===== src/rtl/watch_pkg.sv =====
// Shared watch constants: button bit indices, one-hot button codes and the
// press-pulse priority arbiter used by the front-panel conditioner.
package watch_pkg;

  localparam int unsigned NUM_BTN = 5;

  typedef logic [NUM_BTN-1:0] btn_t;

  localparam int unsigned BTN_UP     = 4;
  localparam int unsigned BTN_DOWN   = 3;
  localparam int unsigned BTN_CENTER = 2;
  localparam int unsigned BTN_LEFT   = 1;
  localparam int unsigned BTN_RIGHT  = 0;

  localparam btn_t UP     = 5'b10000;
  localparam btn_t DOWN   = 5'b01000;
  localparam btn_t CENTER = 5'b00100;
  localparam btn_t LEFT   = 5'b00010;
  localparam btn_t RIGHT  = 5'b00001;

  localparam btn_t DEFAULT_REPEAT_MASK = UP | DOWN;

  // CENTER outranks UP so a confirm press is never masked by a held UP/DOWN.
  function automatic btn_t arbitrate(btn_t rp);
    btn_t grant;
    grant = '0;
    if (rp[BTN_CENTER])     grant = CENTER;
    else if (rp[BTN_UP])    grant = UP;
    else if (rp[BTN_DOWN])  grant = DOWN;
    else if (rp[BTN_LEFT])  grant = LEFT;
    else if (rp[BTN_RIGHT]) grant = RIGHT;
    return grant;
  endfunction

endpackage


===== src/rtl/button_conditioner_if.sv =====
// Front-panel button bundle: raw levels in, debounced levels and pulses out.
interface button_conditioner_if
  import watch_pkg::*;
#(
  parameter int unsigned N_BTN = NUM_BTN
);

  logic [N_BTN-1:0] BTN_RAW;
  logic [N_BTN-1:0] BTN_LEVEL;
  logic [N_BTN-1:0] BUTTONS;

  modport master (
    output BTN_RAW,
    input  BTN_LEVEL,
    input  BUTTONS
  );

  modport slave (
    input  BTN_RAW,
    output BTN_LEVEL,
    output BUTTONS
  );

endinterface


===== src/rtl/button_debounce.sv =====
// One button: two-flop synchronizer, debounce counter, press edge detect and
// optional auto-repeat. `pulse` is the press/repeat event for the coming edge.
module button_debounce #(
  parameter int unsigned DEBOUNCE_CYCLES = 20,
  parameter int unsigned REPEAT_DELAY    = 500,
  parameter int unsigned REPEAT_RATE     = 100,
  parameter bit          REPEAT_EN       = 1'b0
) (
  input  logic clk,
  input  logic rst,
  input  logic raw,
  output logic level,
  output logic pulse
);

  localparam int unsigned CW   = $clog2(DEBOUNCE_CYCLES + 1);
  localparam int unsigned RMAX = (REPEAT_DELAY > REPEAT_RATE) ? REPEAT_DELAY : REPEAT_RATE;
  localparam int unsigned RW   = $clog2(RMAX + 1);

  localparam logic [CW-1:0] CntLast   = CW'(DEBOUNCE_CYCLES - 1);
  localparam logic [RW-1:0] DelayLast = RW'(REPEAT_DELAY - 1);
  localparam logic [RW-1:0] RateLast  = RW'(REPEAT_RATE - 1);

  logic          s1_q, s2_q;
  logic          level_q, level_d;
  logic [CW-1:0] cnt_q, cnt_d;
  logic [RW-1:0] rcnt_q, rcnt_d;
  logic          first_q, first_d;
  logic          toggle, rise, fall, rep_fire;

  always_comb begin
    toggle   = (s2_q != level_q) && (cnt_q == CntLast);
    rise     = toggle && !level_q;
    fall     = toggle && level_q;
    level_d  = level_q ^ toggle;
    cnt_d    = ((s2_q == level_q) || toggle) ? '0 : cnt_q + 1'b1;
    rcnt_d   = rcnt_q;
    first_d  = first_q;
    rep_fire = 1'b0;
    if (REPEAT_EN) begin
      if (rise) begin
        rcnt_d  = '0;
        first_d = 1'b1;
      end else if (level_q && !fall) begin
        if (rcnt_q == (first_q ? DelayLast : RateLast)) begin
          rep_fire = 1'b1;
          rcnt_d   = '0;
          first_d  = 1'b0;
        end else begin
          rcnt_d = rcnt_q + 1'b1;
        end
      end else begin
        // Released, or releasing on this edge: no repeat on release.
        rcnt_d  = '0;
        first_d = 1'b0;
      end
    end
    pulse = rise | rep_fire;
  end

  always_ff @(posedge clk) begin
    if (rst) begin
      s1_q    <= 1'b0;
      s2_q    <= 1'b0;
      level_q <= 1'b0;
      cnt_q   <= '0;
      rcnt_q  <= '0;
      first_q <= 1'b0;
    end else begin
      s1_q    <= raw;
      s2_q    <= s1_q;
      level_q <= level_d;
      cnt_q   <= cnt_d;
      rcnt_q  <= rcnt_d;
      first_q <= first_d;
    end
  end

  assign level = level_q;

endmodule


===== src/rtl/button_conditioner.sv =====
// Front-panel conditioner: one debouncer per button, then a priority arbiter
// so BUTTONS carries at most one registered one-cycle pulse.
module button_conditioner
  import watch_pkg::*;
#(
  parameter int unsigned N_BTN           = NUM_BTN,
  parameter int unsigned DEBOUNCE_CYCLES = 20,
  parameter int unsigned REPEAT_DELAY    = 500,
  parameter int unsigned REPEAT_RATE     = 100,
  parameter btn_t        REPEAT_MASK     = DEFAULT_REPEAT_MASK
) (
  input  logic                 CLK,
  input  logic                 RESET,
  button_conditioner_if.slave  bus
);

  logic [N_BTN-1:0] level;
  logic [N_BTN-1:0] rp;
  btn_t             buttons_d, buttons_q;

  for (genvar i = 0; i < N_BTN; i++) begin : g_btn
    button_debounce #(
      .DEBOUNCE_CYCLES (DEBOUNCE_CYCLES),
      .REPEAT_DELAY    (REPEAT_DELAY),
      .REPEAT_RATE     (REPEAT_RATE),
      .REPEAT_EN       (REPEAT_MASK[i])
    ) u_debounce (
      .clk   (CLK),
      .rst   (RESET),
      .raw   (bus.BTN_RAW[i]),
      .level (level[i]),
      .pulse (rp[i])
    );
  end

  // Lower-priority pulses in the same cycle are dropped, not queued.
  always_comb begin
    buttons_d = arbitrate(rp);
  end

  always_ff @(posedge CLK) begin
    if (RESET) begin
      buttons_q <= '0;
    end else begin
      buttons_q <= buttons_d;
    end
  end

  assign bus.BTN_LEVEL = level;
  assign bus.BUTTONS   = buttons_q;

endmodule


===== src/flat_wrapper.sv =====
// flat-port wrapper written by rule: the top's interface ports become plain ports
module button_conditioner_flat import watch_pkg::*;
#(
  parameter int unsigned N_BTN           = NUM_BTN,
  parameter int unsigned DEBOUNCE_CYCLES = 20,
  parameter int unsigned REPEAT_DELAY    = 500,
  parameter int unsigned REPEAT_RATE     = 100,
  parameter btn_t        REPEAT_MASK     = DEFAULT_REPEAT_MASK
)
  (CLK, RESET, bus_BTN_RAW, bus_BTN_LEVEL, bus_BUTTONS);
  button_conditioner_if #(.N_BTN(N_BTN)) bus_i ();
  input  logic CLK;
  input  logic RESET;
  input wire logic [$bits(bus_i.BTN_RAW)-1:0] bus_BTN_RAW;
  output wire logic [$bits(bus_i.BTN_LEVEL)-1:0] bus_BTN_LEVEL;
  output wire logic [$bits(bus_i.BUTTONS)-1:0] bus_BUTTONS;
  assign bus_i.BTN_RAW = bus_BTN_RAW;
  assign bus_BTN_LEVEL = bus_i.BTN_LEVEL;
  assign bus_BUTTONS = bus_i.BUTTONS;
  button_conditioner #(.N_BTN(N_BTN), .DEBOUNCE_CYCLES(DEBOUNCE_CYCLES), .REPEAT_DELAY(REPEAT_DELAY), .REPEAT_RATE(REPEAT_RATE), .REPEAT_MASK(REPEAT_MASK)) u_core (.CLK(CLK), .RESET(RESET), .bus(bus_i));
endmodule

===== config.mk =====
export PLATFORM = sky130hd
export DESIGN_NAME = button_conditioner_flat
export DESIGN_NICKNAME = d
export VERILOG_FILES = /design/src/rtl/watch_pkg.sv /design/src/rtl/button_conditioner_if.sv /design/src/rtl/button_debounce.sv /design/src/rtl/button_conditioner.sv /design/src/flat_wrapper.sv
export SDC_FILE = /design/constraint.sdc
export NUM_CORES = 1
export LEC_CHECK = 0
export ABC_AREA = 1
export CORE_MARGIN = 2
export CORE_UTILIZATION = 35
export DETAILED_ROUTE_END_ITERATION = 12
export PLACE_DENSITY = 0.63
export SYNTH_ARGS = -nofsm -noshare
export SYNTH_HDL_FRONTEND = slang
export SYNTH_SLANG_ARGS = --single-unit

===== constraint.sdc =====
create_clock -name CLK -period 1.45 [get_ports CLK]
set_input_delay 0.2175 -clock CLK [delete_from_list [all_inputs] [get_ports CLK]]
set_output_delay 0.2175 -clock CLK [all_outputs]
set_load 0.01 [all_outputs]

### Yosys cells after proc, flatten, opt, wreduce, memory -nomap -nowiden

Cells that the tools add are included.

* bits in registers: 65
* input port bits: 7
* output and inout bits: 10
* word-level logic and storage cells: 120

* add/sub/neg operators: 7
* equal/unequal tests: 19
* mux-type cells: 19
* bitwise operators: 9
* reduce and logical (&&, ||, !) cells: 37

Operators by type and width (count)
* 5-bit by 1-bit adder with 5-bit output, second input constant: 5
* 5-bit == test, second input constant: 5
* 9-bit by 1-bit adder with 9-bit output, second input constant: 2
* 9-bit == test: 2
* 9-bit two-way mux: 2
* 5-bit two-way mux: 3
* 1-bit logical AND: 14
* 1-bit two-way mux: 13
* 2-bit OR reduction: 6
* 4-bit OR reduction: 3
* 1-bit logical NOT: 7
* 3-bit by 2-bit inequality test with 1-bit output, second input constant: 2
* 1-bit == test: 5
* 1-bit logical OR: 5
* 1-bit inequality test: 5
* 5-bit OR reduction: 1
* 1-bit XOR: 5
* 3-bit two-way mux: 1
* 3-bit OR reduction: 1
* 1-bit inverter: 2
* 1-bit bitwise OR: 2

### Longest topological paths before layout

Gate-level depths: netlist (run 1).

* depth after elaboration: 11
* depth in mapped cells: 8
* mapped depth without buffers: 8

### By module

Synthesis (run 1) repeated with hierarchy kept, for this count alone.

* cell total of the unflattened synthesis: 342
* area total of the unflattened synthesis: 2701.3 um2

By module, submodules not included
* button_debounce at u_core.g_btn[0].u_debounce ...: times used 3, cells each 38, area an instance 314.1 um2
* button_debounce at u_core.g_btn[4].u_debounce: times used 1, cells each 104, area an instance 804.5 um2
* button_debounce at u_core.g_btn[3].u_debounce: times used 1, cells each 105, area an instance 799.5 um2
* button_conditioner: times used 1, cells each 19, area an instance 155.1 um2

### Worst setup path before layout (run 1)

OpenSTA, ideal clock, no wires.

* path type: register to register
* start point: register u_core.g_btn[2].u_debounce.cnt_q[0]
* end point: register u_core.buttons_q[1], in the netlist u_core.bus.BUTTONS[1]
* setup time: 112 ps
* arrival time: 1105 ps
* required time: 1338 ps
* setup slack: 233 ps
* stages on the path, launching flop included: 9
* path buffers: 0
* clock period less this slack: 1217 ps
* cell sequence: dfxtp_1 > ha_1 > inv_1 > nor2_1 > nand4_1 > nor2_1 > nor2_1 > nand3_2 > nor2_1

* cells in the longest elaborated chain, start to end: 4

Ends and longest elaborated chain
* start: declaration: RTL line button_debounce.sv:26 `logic [CW-1:0] cnt_q, cnt_d;`
* start signal: assignment: RTL line button_debounce.sv:73 `cnt_q <= cnt_d;`
* 5-bit == test: RTL line button_debounce.sv:32 `toggle = (s2_q != level_q) && (cnt_q == CntLast);`
* 1-bit logical AND: RTL line button_debounce.sv:32
* 1-bit logical AND: RTL line button_debounce.sv:33 `rise = toggle && !level_q;`
* 4-bit OR reduction (no line)
* end signal: assignment: RTL line button_conditioner.sv:45 `buttons_q <= buttons_d;`
* end: declaration: RTL line button_conditioner.sv:19 `btn_t buttons_d, buttons_q;`

Every way passes these cells.
A chain may end at the register's enable or synchronous reset.

### Final worst setup path (run 1)

* start point: register u_core.buttons_q[2], in the netlist u_core.bus.BUTTONS[2]
* end point: output bus_BUTTONS[2]

RTL lines
* end: declaration: RTL line flat_wrapper.sv:16 `output wire logic [$bits(bus_i.BUTTONS)-1:0] bus_BUTTONS;`

No word-level cell between the ends.

==> results of run 1 <==
## cell type report
type	count	area [um^2]	area share
inverter	37	138.9	0.04422
tap	99	123.9	0.03944
clock buffer	10	137.6	0.04382
clock inverter	6	90.09	0.02869
sequential	65	1308	0.4163
multi-input combinational	203	1132	0.3606
timing repair buffer	23	210.2	0.06693
## sequential cells by signal, summed over array words and instances (netlist names), named ones only
register / flops
u_core.g_btn.u_debounce.cnt_q: 25
u_core.g_btn.u_debounce.s2_q: 5
u_core.g_btn.u_debounce.first_q: 2
u_core.g_btn.u_debounce.rcnt_q: 18
u_core.g_btn.u_debounce.s1_q: 5
u_core.bus.BUTTONS: 5
## stage by stage
step / std cells / instance area (um^2) / utilization / hold WS [ns] / worst slack, ns
floorplan: 312 / 2614 / - / 0.3245 / 0.2333
global placement: 426 / 2897 / 0.3993 / 0.3898 / 0.03941
detailed placement: 426 / 2897 / 0.3993 / 0.3957 / 0.01615
CTS: 442 / 3122 / 0.4304 / 0.3749 / 0.002313
global route: 443 / 3141 / 0.4330 / 0.3824 / 0.005332
finish: 443 / 3141 / 0.4330 / 0.3942 / 0.06351
## worst min-delay path, cell delays in order
cell and delay, ns:
clkdlybuf4s50_1 0.39, inv_1 0.05, nor2_1 0.03
## timing repair
item | 4_1_cts | 5_1_grt
pin swaps | 0 | 1
endpoints found under the setup margin | 6 | 5
gates cloned | 0 | 0
gates resized for setup | 10 | 5
buffers inserted | 0 | 1
## per-layer routing
metal | track usage | wire, um
met1 | 0.1185 | 1893
met4 | 0.03846 | 15
met3 | 0.05843 | 230
met5 | 0 | 0
met2 | 0.1861 | 1884
## cells in the mapped netlist, types with 2 or more instances
cell / count / area, um^2
o21ai_0: 2 / 10.01
or2_2: 4 / 25.02
ha_1: 7 / 87.58
nor2_2: 3 / 18.77
nand3_1: 25 / 125.1
inv_1: 36 / 135.1
nand4_1: 4 / 25.02
nand3_2: 6 / 60.06
xnor2_1: 6 / 52.55
nand2_1: 39 / 146.4
dfxtp_1: 65 / 1301
o21ai_1: 3 / 15.01
nor3_1: 6 / 30.03
xor2_1: 17 / 148.9
a21oi_1: 11 / 55.05
buf_4: 5 / 37.54
nor2_1: 60 / 225.2
## worst max-delay path by stage
stage	end	depth (start not counted)	slack [ns]
global placement	u_core.g_btn[4].u_debounce.cnt_q[2]	5	0.04
finish	bus_BUTTONS[2]	1	0.06
CTS	bus_BUTTONS[0]	1	0.002
global route	bus_BUTTONS[2]	1	0.005
floorplan	u_core.bus.BUTTONS[1]	8	0.23
detailed placement	u_core.g_btn[4].u_debounce.cnt_q[2]	5	0.02
## power by group
group | switching, mW | total [mW] | internal (mW)
Combinational | 0.0334 | 0.0651 | 0.0316
Sequential | 0.00862 | 1.81 | 1.80
Clock | 0.689 | 1.71 | 1.02
## logic make-up after synthesis
kind of cell / share of synthesized area
simple gates: 0.2839
flops: 0.4978
buf+inv: 0.07084
xor+xnor: 0.07707
compound gates: 0.03686
fa+ha+maj: 0.03351
==> results.sh, run 1 <==
export IMPL_ios=17
export IMPL_drcViolationCount=0
export IMPL_ys_warn_count=0
export IMPL_place_gp_congestion=0.6780
export IMPL_grt_setup_unrepaired="no"
export IMPL_crit_type="reg2out"
export IMPL_slowest_stage="clkdlybuf4s50_1"
export IMPL_die_h_um=90.42
export IMPL_power_total_mw=3.584
export IMPL_timing_slew_headroom=0.7387
export IMPL_clock_sinks=65
export IMPL_core_area_um2=7253
export IMPL_synth_cells=312
export IMPL_via_per_inst=4.275
export IMPL_die_x_um=90.42
export IMPL_syn_area_um2=2614
export IMPL_hold_start="bus_BTN_RAW[3]"
export IMPL_n_antenna_cell=0
export IMPL_min_path_type="in2reg"
export IMPL_drv_slew=0
export IMPL_r2r_end="u_core.g_btn[3].u_debounce.rcnt_q[6]"
export IMPL_layout_commonest_cell="dfxtp_1"
export IMPL_vdd_drop_max_mv=0.6963
export IMPL_cpPeakStageDelay_ns=0.52
export IMPL_syn_avg_cell_area_um2=8.377
export IMPL_clock_path_buffers=2
export IMPL_reg2reg_depth=6
export IMPL_synth_edf_count=0
export IMPL_syn_nets=326
export IMPL_fmax_mhz=721.2
export IMPL_grt_pass1_wl_um=7196
export IMPL_fp_dieArea_um2=8175
export IMPL_htreeDepth=3
export IMPL_finalSetupTns_ns=0
export IMPL_hold_viol=0
export IMPL_synth_async_reset_ratio=0
export IMPL_crit_required_ns=1.23
export IMPL_fin_crit_sh=0.9562
export IMPL_status="completed"
export IMPL_powerDensity_nw_per_um2=1141
export IMPL_ys_seq_area_frac=0.4978
export IMPL_cts_hold_buf=0
export IMPL_area_delta_synth_final_pct=20.15
export IMPL_dp_hpwl_um=2921
export IMPL_maxCapViolCount=0
export IMPL_worstPathArrival_ns=1.17
export IMPL_grt_overflow=0
export IMPL_worstSetupStartpoint="u_core.bus.BUTTONS[2]"
export IMPL_fill_cells=730
export IMPL_wirelength_um=4024
export IMPL_min_to="u_core.g_btn[3].u_debounce.s1_q"
export IMPL_clkSlewWorstSetupHoldPaths_ns=0.07
export IMPL_drt_iter0_drc=61
export IMPL_crit_buf_inv=1
export IMPL_setup_worst_path_end_class="output pin"
export IMPL_critPathTopFamily="buffers and inverters"
export IMPL_cts_tree="yes"
export IMPL_root_buffer="clkbuf_8"
export IMPL_grt_usage=0.1105
export IMPL_num_vias=1894
export IMPL_grt_max_degree=13
export IMPL_insertion_delay_ns=0.33
export IMPL_drtAntennaViolNets=0
export IMPL_r2r_slack_ns=0.14
export IMPL_first_pass_iters=5
export IMPL_setup_violations=0
export IMPL_synth_flop_cell="dfxtp_1"
export IMPL_hold_path_depth=3
export IMPL_worst_setup_path_start_kind="flip-flop"
export IMPL_wl_per_cell_um=9.084
export IMPL_initial_utilization=0.3604
export IMPL_cp_max_fo=1
export IMPL_ys_types=30
export IMPL_placement_rows=31
export IMPL_portBuffers=16
export IMPL_p_leak_nw=1.208
export IMPL_fin_crit_ns=1.386
export IMPL_final_layout_size_suffix_gt1_frac=0.1453
export IMPL_antenna_found_initial=0
export IMPL_path_cells="clkdlybuf4s50_1"
export IMPL_cts_buffers=9
export IMPL_first_global_vias=1748
export IMPL_tightest_slew_ns=0.3902
export IMPL_r2r_start="u_core.g_btn[3].u_debounce.rcnt_q[0]"
export IMPL_nets=353
export IMPL_finClkSkew_ns=0.006815
export IMPL_ys_ff_latch=65
export IMPL_final_cell_mix="dfxtp_1, nor2_1, nand2_1"
Note: power is estimated with default switching activity, not from simulation.
==> inputs of run 2 (changes only) <==
--- a/config.mk
+++ b/config.mk
@@ -6,6 +6,8 @@
 export NUM_CORES = 1
 export LEC_CHECK = 0
 export ABC_AREA = 1
+export ABC_CLOCK_PERIOD_IN_PS = 1450
+export CORE_ASPECT_RATIO = 0.75
 export CORE_MARGIN = 2
 export CORE_UTILIZATION = 35
 export DETAILED_ROUTE_END_ITERATION = 12
==> run 2 against run 1 <==
  * Worst setup slack got worse by 0.013 ns
  * Flip-flop and latch count unchanged
  * Sequential share of layout area is 0.42 points higher
  * Critical endpoint is now bus_BUTTONS[0]
==> results.sh, run 2 (same netlist as run 1, synthesis figures left out) <==
export IMPL_crit_type="reg2out"
export IMPL_largest_reg_flops=25
export IMPL_clock_sinks=65
export IMPL_vdd_drop_max_mv=0.7855
export IMPL_grt_setup_unrepaired="no"
export IMPL_path_cells="clkdlybuf4s50_1"
export IMPL_wl_per_cell_um=9.360
export IMPL_htreeDepth=3
export IMPL_setup_violations=0
export IMPL_crit_cells=1
export IMPL_maxCapViolCount=0
export IMPL_crit_required_ns=1.23
export IMPL_cp_max_fo=1
export IMPL_finalNonFillerCells=444
export IMPL_timing_slew_headroom=0.7327
export IMPL_ios=17
export IMPL_root_buffer="clkbuf_8"
export IMPL_first_global_vias=1815
export IMPL_insertion_delay_ns=0.34
export IMPL_powerDensity_nw_per_um2=1093
export IMPL_grt_overflow=0
export IMPL_final_core_util=0.4249
export IMPL_cts_buffers=9
export IMPL_place_gp_congestion=0.7350
export IMPL_dp_hpwl_um=3047
export IMPL_portBuffers=16
export IMPL_setup_worst_path_end_class="output pin"
export IMPL_fp_dieArea_um2=8182
export IMPL_drv_slew=0
export IMPL_hold_path_depth=3
export IMPL_cts_tree="yes"
export IMPL_min_path_type="in2reg"
export IMPL_status="completed"
export IMPL_grt_max_degree=12
export IMPL_via_per_inst=4.243
export IMPL_final_layout_size_suffix_gt1_frac=0.1341
export IMPL_fmax_mhz=714.5
export IMPL_num_vias=1884
export IMPL_slowest_stage="clkdlybuf4s50_1"
export IMPL_area_delta_synth_final_pct=18.62
export IMPL_fin_crit_sh=0.9653
export IMPL_fill_cells=746
export IMPL_initial_utilization=0.3582
export IMPL_cpPeakStageDelay_ns=0.53
export IMPL_die_x_um=103.8
export IMPL_final_setup_worst_slack_ns=0.05037
export IMPL_p_leak_nw=1.160
export IMPL_clock_path_buffers=2
export IMPL_worstPathArrival_ns=1.18
export IMPL_die_h_um=78.84
export IMPL_core_area_um2=7297
export IMPL_reg2reg_depth=8
export IMPL_grt_pass1_wl_um=7590
export IMPL_first_pass_iters=4
export IMPL_fin_crit_ns=1.400
export IMPL_drcViolationCount=0
export IMPL_nets=352
export IMPL_cts_hold_buf=0
export IMPL_final_cell_area_um2=3100
export IMPL_dpl_instance_area_um2=2899
export IMPL_drtAntennaViolNets=0
export IMPL_antenna_found_initial=0
export IMPL_tightest_slew_ns=0.3993
export IMPL_preCtsSetupSlack_ns=0.03027
export IMPL_final_cell_mix="dfxtp_1, nor2_1, nand2_1"
export IMPL_critPathTopFamily="buffers and inverters"
export IMPL_clkSlewWorstSetupHoldPaths_ns=0.07
export IMPL_finClkSkew_ns=0.004836
export IMPL_dp_cells=428
export IMPL_hold_viol=0
export IMPL_largest_registers="u_core.g_btn.u_debounce.cnt_q (25), u_core.g_btn.u_debounce.rcnt_q (18)"
export IMPL_placement_rows=27
export IMPL_n_antenna_cell=0
export IMPL_layout_commonest_cell="dfxtp_1"
export IMPL_regMostFlops="u_core.g_btn.u_debounce.cnt_q"
export IMPL_wirelength_um=4156
export IMPL_worst_setup_path_start_kind="flip-flop"
export IMPL_finalSetupTns_ns=0
export IMPL_grt_usage=0.1177
export IMPL_drt_iter0_drc=48
export IMPL_crit_buf_inv=1
run 2: layout make-up:
class                           count  area [um^2]  area share
Sequential cell                    65         1304      0.4205
Clock inverter                      5        55.05     0.01776
Tap cell                          101        126.4     0.04076
Multi-Input combinational cell    203         1135      0.3660
Inverter                           37        138.9     0.04479
Clock buffer                       11        141.4     0.04560
Timing Repair Buffer               22        200.2     0.06457
run 2: layer usage:
layer  share of wire  routed length (um)  track usage
met1            0.50                2076       0.1351
met2            0.44                1823       0.1874
met3           0.043                 179      0.05747
met4           0.018                  76      0.05270
met5               0                   0            0
run 2: what timing repair did:
action,in CTS,in global routing
pin swaps,0,2
gates resized for setup,8,5
endpoints found under the setup margin,6,5
buffers inserted,0,0
run 2: worst paths after layout:
path                                        from                               to  slack [ns]
max                        u_core.bus.BUTTONS[0]                   bus_BUTTONS[0]        0.05
min                               bus_BTN_RAW[2]  u_core.g_btn[2].u_debounce.s1_q        0.38
max reg2reg  u_core.g_btn[2].u_debounce.cnt_q[0]            u_core.bus.BUTTONS[0]        0.12
min reg2reg      u_core.g_btn[0].u_debounce.s1_q  u_core.g_btn[0].u_debounce.s2_q        0.40
run 2: metrics by stage:
stage / hold WS [ns] / power [mW]
floorplan: 0.3245 / 1.887
global placement: 0.3900 / 1.916
detailed placement: 0.3961 / 1.919
CTS: 0.3694 / 3.440
global route: 0.3823 / 3.534
finish: 0.3825 / 3.388
run 2: where the power goes:
part,internal [mW],switching (mW),leakage (nW)
clock,0.834,0.677,0.0953
sequential,1.80,0.00845,0.527
combinational,0.0319,0.0343,0.537
total,2.67,0.720,1.16
